## src/rtl/div_sequencer_if.sv

```systemverilog
// Handshake bundle between the execute stage and the integer divide sequencer.
// The pipeline side drives the master modport; the divider takes the slave modport.
interface div_sequencer_if #(
    parameter int DATA_WIDTH = 32
);
    logic                  Start;
    logic                  Flush;
    logic [1:0]            DivOp;
    logic [DATA_WIDTH-1:0] SrcA;
    logic [DATA_WIDTH-1:0] SrcB;
    logic [DATA_WIDTH-1:0] Result;
    logic                  Busy;
    logic                  Done;

    modport master (
        output Start, Flush, DivOp, SrcA, SrcB,
        input  Result, Busy, Done
    );

    modport slave (
        input  Start, Flush, DivOp, SrcA, SrcB,
        output Result, Busy, Done
    );
endinterface

```

## src/rtl/div_sequencer.sv

```systemverilog
// Multi-cycle restoring divider for RV32M DIV/DIVU/REM/REMU.
// Operates on magnitudes, one quotient bit per cycle, with the RISC-V sign fix applied on completion.
//
// state | meaning
// IDLE  | waiting for Start; Busy low
// RUN   | one shift/subtract step per cycle, count tracks remaining steps
// DONE  | Result valid, Done pulses for one cycle
module div_sequencer #(
    parameter int DATA_WIDTH = 32
) (
    input  logic            clk,
    input  logic            rst,
    div_sequencer_if.slave  bus
);
    localparam int W  = DATA_WIDTH;
    localparam int CW = $clog2(DATA_WIDTH) + 1;

    typedef enum logic [1:0] {
        IDLE = 2'd0,
        RUN  = 2'd1,
        DONE = 2'd2
    } state_t;

    state_t         state_q, state_d;
    logic           load, div_zero, step, finish;

    logic [W-1:0]   rem_q, quo_q, divisor_q, result_q;
    logic [CW-1:0]  count_q;
    logic           is_rem_q, neg_q_q, neg_r_q;

    logic           is_signed;
    logic [W-1:0]   mag_a, mag_b;
    logic [W-1:0]   rem_shift, rem_next, quo_next, fixed_result;
    logic [W:0]     diff;

    assign is_signed = ~bus.DivOp[0];
    assign mag_a     = (is_signed && bus.SrcA[W-1]) ? -bus.SrcA : bus.SrcA;
    assign mag_b     = (is_signed && bus.SrcB[W-1]) ? -bus.SrcB : bus.SrcB;

    // A non-negative diff means the shifted remainder covers the divisor.
    assign rem_shift = {rem_q[W-2:0], quo_q[W-1]};
    assign diff      = {1'b0, rem_shift} - {1'b0, divisor_q};
    assign rem_next  = diff[W] ? rem_shift : diff[W-1:0];
    assign quo_next  = {quo_q[W-2:0], ~diff[W]};

    assign fixed_result = is_rem_q ? (neg_r_q ? -rem_next : rem_next)
                                   : (neg_q_q ? -quo_next : quo_next);

    always_ff @(posedge clk or posedge rst) begin
        if (rst) state_q <= IDLE;
        else     state_q <= state_d;
    end

    always_comb begin
        state_d  = state_q;
        load     = 1'b0;
        div_zero = 1'b0;
        step     = 1'b0;
        finish   = 1'b0;
        case (state_q)
            IDLE: begin
                if (!bus.Flush && bus.Start) begin
                    if (bus.SrcB == '0) begin
                        div_zero = 1'b1;
                        state_d  = DONE;
                    end else begin
                        load    = 1'b1;
                        state_d = RUN;
                    end
                end
            end
            RUN: begin
                if (bus.Flush) begin
                    state_d = IDLE;
                end else begin
                    step = 1'b1;
                    if (count_q == CW'(1)) begin
                        finish  = 1'b1;
                        state_d = DONE;
                    end
                end
            end
            DONE:    state_d = IDLE;
            default: state_d = IDLE;
        endcase
    end

    always_ff @(posedge clk or posedge rst) begin
        if (rst) begin
            rem_q     <= '0;
            quo_q     <= '0;
            divisor_q <= '0;
            result_q  <= '0;
            count_q   <= '0;
            is_rem_q  <= 1'b0;
            neg_q_q   <= 1'b0;
            neg_r_q   <= 1'b0;
        end else begin
            if (load) begin
                is_rem_q  <= bus.DivOp[1];
                neg_q_q   <= is_signed & (bus.SrcA[W-1] ^ bus.SrcB[W-1]);
                neg_r_q   <= is_signed & bus.SrcA[W-1];
                divisor_q <= mag_b;
                quo_q     <= mag_a;
                rem_q     <= '0;
                count_q   <= CW'(DATA_WIDTH);
            end
            // Divide by zero skips the sign fix: all ones for quotient, raw dividend for remainder.
            if (div_zero) begin
                result_q <= bus.DivOp[1] ? bus.SrcA : '1;
            end
            if (step) begin
                rem_q   <= rem_next;
                quo_q   <= quo_next;
                count_q <= count_q - CW'(1);
            end
            if (finish) begin
                result_q <= fixed_result;
            end
        end
    end

    assign bus.Result = result_q;
    assign bus.Busy   = (state_q != IDLE);
    assign bus.Done   = (state_q == DONE);
endmodule

```

## src/flat_wrapper.sv

```systemverilog
// flat-port wrapper written by rule: the top's interface ports become plain ports
module div_sequencer_flat 
#(
    parameter int DATA_WIDTH = 32
)
  (clk, rst, bus_Start, bus_Flush, bus_DivOp, bus_SrcA, bus_SrcB, bus_Result, bus_Busy, bus_Done);
  div_sequencer_if #(.DATA_WIDTH(DATA_WIDTH)) bus_i ();
  input  logic clk;
  input  logic rst;
  input wire logic [$bits(bus_i.Start)-1:0] bus_Start;
  input wire logic [$bits(bus_i.Flush)-1:0] bus_Flush;
  input wire logic [$bits(bus_i.DivOp)-1:0] bus_DivOp;
  input wire logic [$bits(bus_i.SrcA)-1:0] bus_SrcA;
  input wire logic [$bits(bus_i.SrcB)-1:0] bus_SrcB;
  output wire logic [$bits(bus_i.Result)-1:0] bus_Result;
  output wire logic [$bits(bus_i.Busy)-1:0] bus_Busy;
  output wire logic [$bits(bus_i.Done)-1:0] bus_Done;
  assign bus_i.Start = bus_Start;
  assign bus_i.Flush = bus_Flush;
  assign bus_i.DivOp = bus_DivOp;
  assign bus_i.SrcA = bus_SrcA;
  assign bus_i.SrcB = bus_SrcB;
  assign bus_Result = bus_i.Result;
  assign bus_Busy = bus_i.Busy;
  assign bus_Done = bus_i.Done;
  div_sequencer #(.DATA_WIDTH(DATA_WIDTH)) u_core (.clk(clk), .rst(rst), .bus(bus_i));
endmodule
```

## config.mk

```make
export PLATFORM = sky130hd
export DESIGN_NAME = div_sequencer_flat
export DESIGN_NICKNAME = d
export VERILOG_FILES = /design/src/rtl/div_sequencer_if.sv /design/src/rtl/div_sequencer.sv /design/src/flat_wrapper.sv
export SDC_FILE = /design/constraint.sdc
export NUM_CORES = 1
export LEC_CHECK = 0
export ABC_AREA = 1
export ABC_CLOCK_PERIOD_IN_PS = 12100
export CAP_MARGIN = 20
export CORE_MARGIN = 5
export CORE_UTILIZATION = 65
export CTS_BUF_LIST = sky130_fd_sc_hd__clkbuf_4 sky130_fd_sc_hd__clkbuf_8
export DETAILED_ROUTE_END_ITERATION = 12
export HOLD_SLACK_MARGIN = 0.12
export MAX_ROUTING_LAYER = met4
export PLACE_DENSITY = 0.88
export SKIP_CTS_REPAIR_TIMING = 1
export SKIP_LAST_GASP = 1
export SYNTH_ARGS = -nofsm -noshare
export SYNTH_HDL_FRONTEND = slang
export SYNTH_SLANG_ARGS = --single-unit
```

## constraint.sdc

```tcl
create_clock -name clk -period 12.1 [get_ports clk]
set_input_delay 2.42 -clock clk [delete_from_list [all_inputs] [get_ports clk]]
set_output_delay 2.42 -clock clk [all_outputs]
set_load 0.02 [all_outputs]
```

==> summary.md <==
| Metric | Value |
|---|---|
| Max FO, Critical Path | `50` |
| Detail Route Antenna Nets | `0` |
| Yosys cell types | `54` |
| Post-Syn Instances | `1975` |
| Placed cells | `2260` |
| Power share of the combinational group | `0.646` |
| Met3 wire len | `3.77 mm` |
| DR iter-0 viols | `1775` |
| DRT Wirelength | `39.4 mm` |
| Post-synth EDFFs | `0` |
| P&R area growth vs syn | `12.7%` |
| Power, Total | `3.29 mW` |
| Remaining Overflow, GRT | `0` |
| Routed wire length on met2 | `17.3 mm` |
| FP Rows | `50` |
| Sw Share | `0.540` |
| Final Max Slew Viols | `0` |
| Layout Nets | `2154` |
| Die width | `147 um` |
| Clock power frac | `0.133` |
| Most frequent cells in the layout | `643 x nand2_1, 288 x inv_1, 163 x nor2_1` |
| Initial antenna violation count | `0` |
| Global-route wire length before repair | `63.4 mm` |
| Share of power burned in registers | `0.220` |
| Avg Cell Area, Syn | `6.20 um^2` |
| Hold WC Path Type | `flip-flop to flip-flop` |
| Via Count | `13600` |
| Worst Clk Skew | `19.5 ps` |
| Worst setup EP type | `flip-flop` |
| Drt drc | `0` |
| Seq/Total Area, Yosys | `0.282` |
| Pin count of the biggest net entering global routing | `95` |
| FMAX | `180 MHz` |
| Leakage | `7.19 nW` |
| Dominant synthesized flop cell | `dfrtp_1` |
| Slew margin rel. | `0.361` |
| H-tree levels | `4` |
| Period utilization | `0.460` |
| Worst ir drop on vdd | `0.129 mV` |
| CTS root buffer | `clkbuf_8` |
| Routed metal-1 wirelength | `16.9 mm` |
| Vias in the first global route | `12600` |
| Die area | `21700 um^2` |
| Pre-CTS WS | `6260 ps` |
| Maximum buffer depth of the clock tree | `2` |
| Fin cells | `2291` |
| Total GRT Usage | `0.370` |
| Switching power | `1.78 mW` |
| Wirelength per Cell | `17.2 um` |
| Clock latency on the worst-skew pair | `470 ps` |
| CP startpoint kind | `flip-flop` |
| Via density per instance | `5.93` |
| Share of cells above drive strength 1 | `0.0530` |
| IO Pins | `104` |
| Core outline area | `18600 um^2` |
| DP Wirelength | `30.0 mm` |
| Final-layout fill cell count | `1629` |
| RePlAce Congestion | `0.996` |
| Starting Density | `0.657` |
| Final setup viols | `0` |
| Min Tclk post-route | `5560 ps` |
| WS Path Type | `flip-flop to flip-flop` |
| Max layer used | `met4` |
| Antenna diodes | `0` |
| Internal power | `1.51 mW` |
| Status | `finished clean` |
| Async S/R FF share, synth | `1.00` |
| CTS tree | `built` |
| IO Port Bufs | `103` |
| P per Cell Area | `238 nW/um^2` |
| Synth Cell Area | `12300 um^2` |
| Worst-Margin Slew | `954 ps` |
| FF+latch count, synth | `138` |
| CTS clk-pin slew, worst paths | `100 ps` |
| Endpoints failing hold | `0` |
| Syn nets | `2084` |
| Utilization after layout | `0.741` |
| Crit path required time | `12470 ps` |
| Critical Path AT | `5930 ps` |
| Die Y | `147 um` |
| Clock sinks | `138` |
| First-pass detailed-route iteration total | `7` |
| Max Cap Viol | `0` |
| Most common cell after layout, fill and taps aside | `nand2_1` |
| CTS Buf Count | `17` |
| RSZ-0062 raised after global routing | `false` |
| Yosys warnings | `0` |
| Final WS setup | `6540 ps` |
| Post-route setup TNS | `0 ps` |
[per-stage QoR]
stage | cell area, um^2 | hold slack (ps)
floorplan | 12300 | 453
global placement | 13400 | 464
detailed placement | 13400 | 464
CTS | 13800 | 487
global route | 13800 | 504
finish | 13800 | 488
[power by group through the flow]
| stage | clock (mW) | combinational, mW | sequential (mW) |
|---|---|---|---|
| final | 0.439 | 2.13 | 0.725 |
| after global placement | 0 | 2.01 | 0.723 |
| after detailed placement | 0 | 2.06 | 0.726 |
| after global routing | 0.458 | 2.36 | 0.740 |
| after floorplan | 0 | 1.52 | 0.734 |
| after CTS | 0.435 | 2.07 | 0.720 |
[critical path: stages (launching register included)]
cell and delay, ps:
dfrtp_1 400, inv_1 220, ha_1 340, nand2_1 90, nand2_1 70, inv_1 50, nor2_1 30, nor2_1 90
nand2_1 90, a21oi_4 480, nand2_4 490, inv_2 470, ha_1 280, nand3_1 140, nor3_2 200, nand3_1 190
nor3_2 280, nand2_1 200, nor2_2 280, nand2_1 160, nor2_1 140, nand2_1 110, nand2_1 80, a21oi_1 60
a21oi_1 210, o21ai_1 150, nand2_1 90, nand2_1 50
[synthesized netlist by cell type, drive strengths merged (3+ instances only)]
cell type  instances  area, um^2
nand2            664        2560
inv              299        1120
nor2             177         704
nand3            166         853
dfrtp            138        3450
o21ai            121         621
a21oi             68         374
xor2              50         438
clkbuf            38         143
ha                38         475
nor3              31         165
o221ai            31         272
buf               25         166
nand4             21         131
o22ai             19         119
o211ai            17         128
xnor2             16         140
a31oi             13        81.3
nand3b             6        45.0
nor4               6        37.5
or2                6        37.5
clkinv             5        18.8
o21bai             3        22.5
[state kept, by name, summed over array words and instances, names as in the netlist]
signal	count
u_core.bus.Result	32
u_core.divisor_q	32
u_core.quo_q	32
u_core.rem_q	31
u_core.count_q	6
u_core.state_q	2
u_core.is_rem_q	1
u_core.neg_q_q	1
u_core.neg_r_q	1
[layer usage]
| layer | track usage | up-vias |
|---|---|---|
| met5 | - | - |
| met4 | 0.136 | 0 |
| met3 | 0.0518 | 130 |
| met2 | 0.557 | 782 |
| met1 | 0.514 | 6202 |
| li1 | - | 6474 |
[final cells by class]
cell class / instances / area, um^2 / area share
Clock inverter: 12 / 189 / 0.0137
Multi-Input combinational cell: 1470 / 7360 / 0.533
Sequential cell: 138 / 3450 / 0.250
Tap cell: 234 / 293 / 0.0212
Timing Repair Buffer: 114 / 1110 / 0.0806
Inverter: 304 / 1150 / 0.0830
Clock buffer: 19 / 255 / 0.0185
[path summary, 6_finish.rpt]
| path | start | end | slack (ps) | cells past startpoint |
|---|---|---|---|---|
| worst max register to register | u_core.divisor_q[29] | u_core.bus.Result[22] | 6540 | 27 |
| worst max-delay path | u_core.divisor_q[29] | u_core.bus.Result[22] | 6540 | 27 |
| worst min register to register | u_core.bus.Result[31] | u_core.bus.Result[31] | 490 | 2 |
| max in group asynchronous | rst | u_core.quo_q[28] | 8410 | 3 |
| min in group asynchronous | rst | u_core.divisor_q[17] | 2490 | 2 |
| worst min-delay path | u_core.bus.Result[31] | u_core.bus.Result[31] | 490 | 2 |
[kinds of logic (layout without fill, tap and decap cells)]
| logic type | Yosys count | after routing | synth area share |
|---|---|---|---|
| flops | 138 | 138 | 0.282 |
| compound gates | 281 | 281 | 0.138 |
| fa+ha+maj | 39 | 39 | 0.0404 |
| simple gates | 1084 | 1084 | 0.374 |
| buf+inv | 367 | 449 | 0.118 |
| xor+xnor | 66 | 66 | 0.0472 |
(Power assumes the default switching activity.)
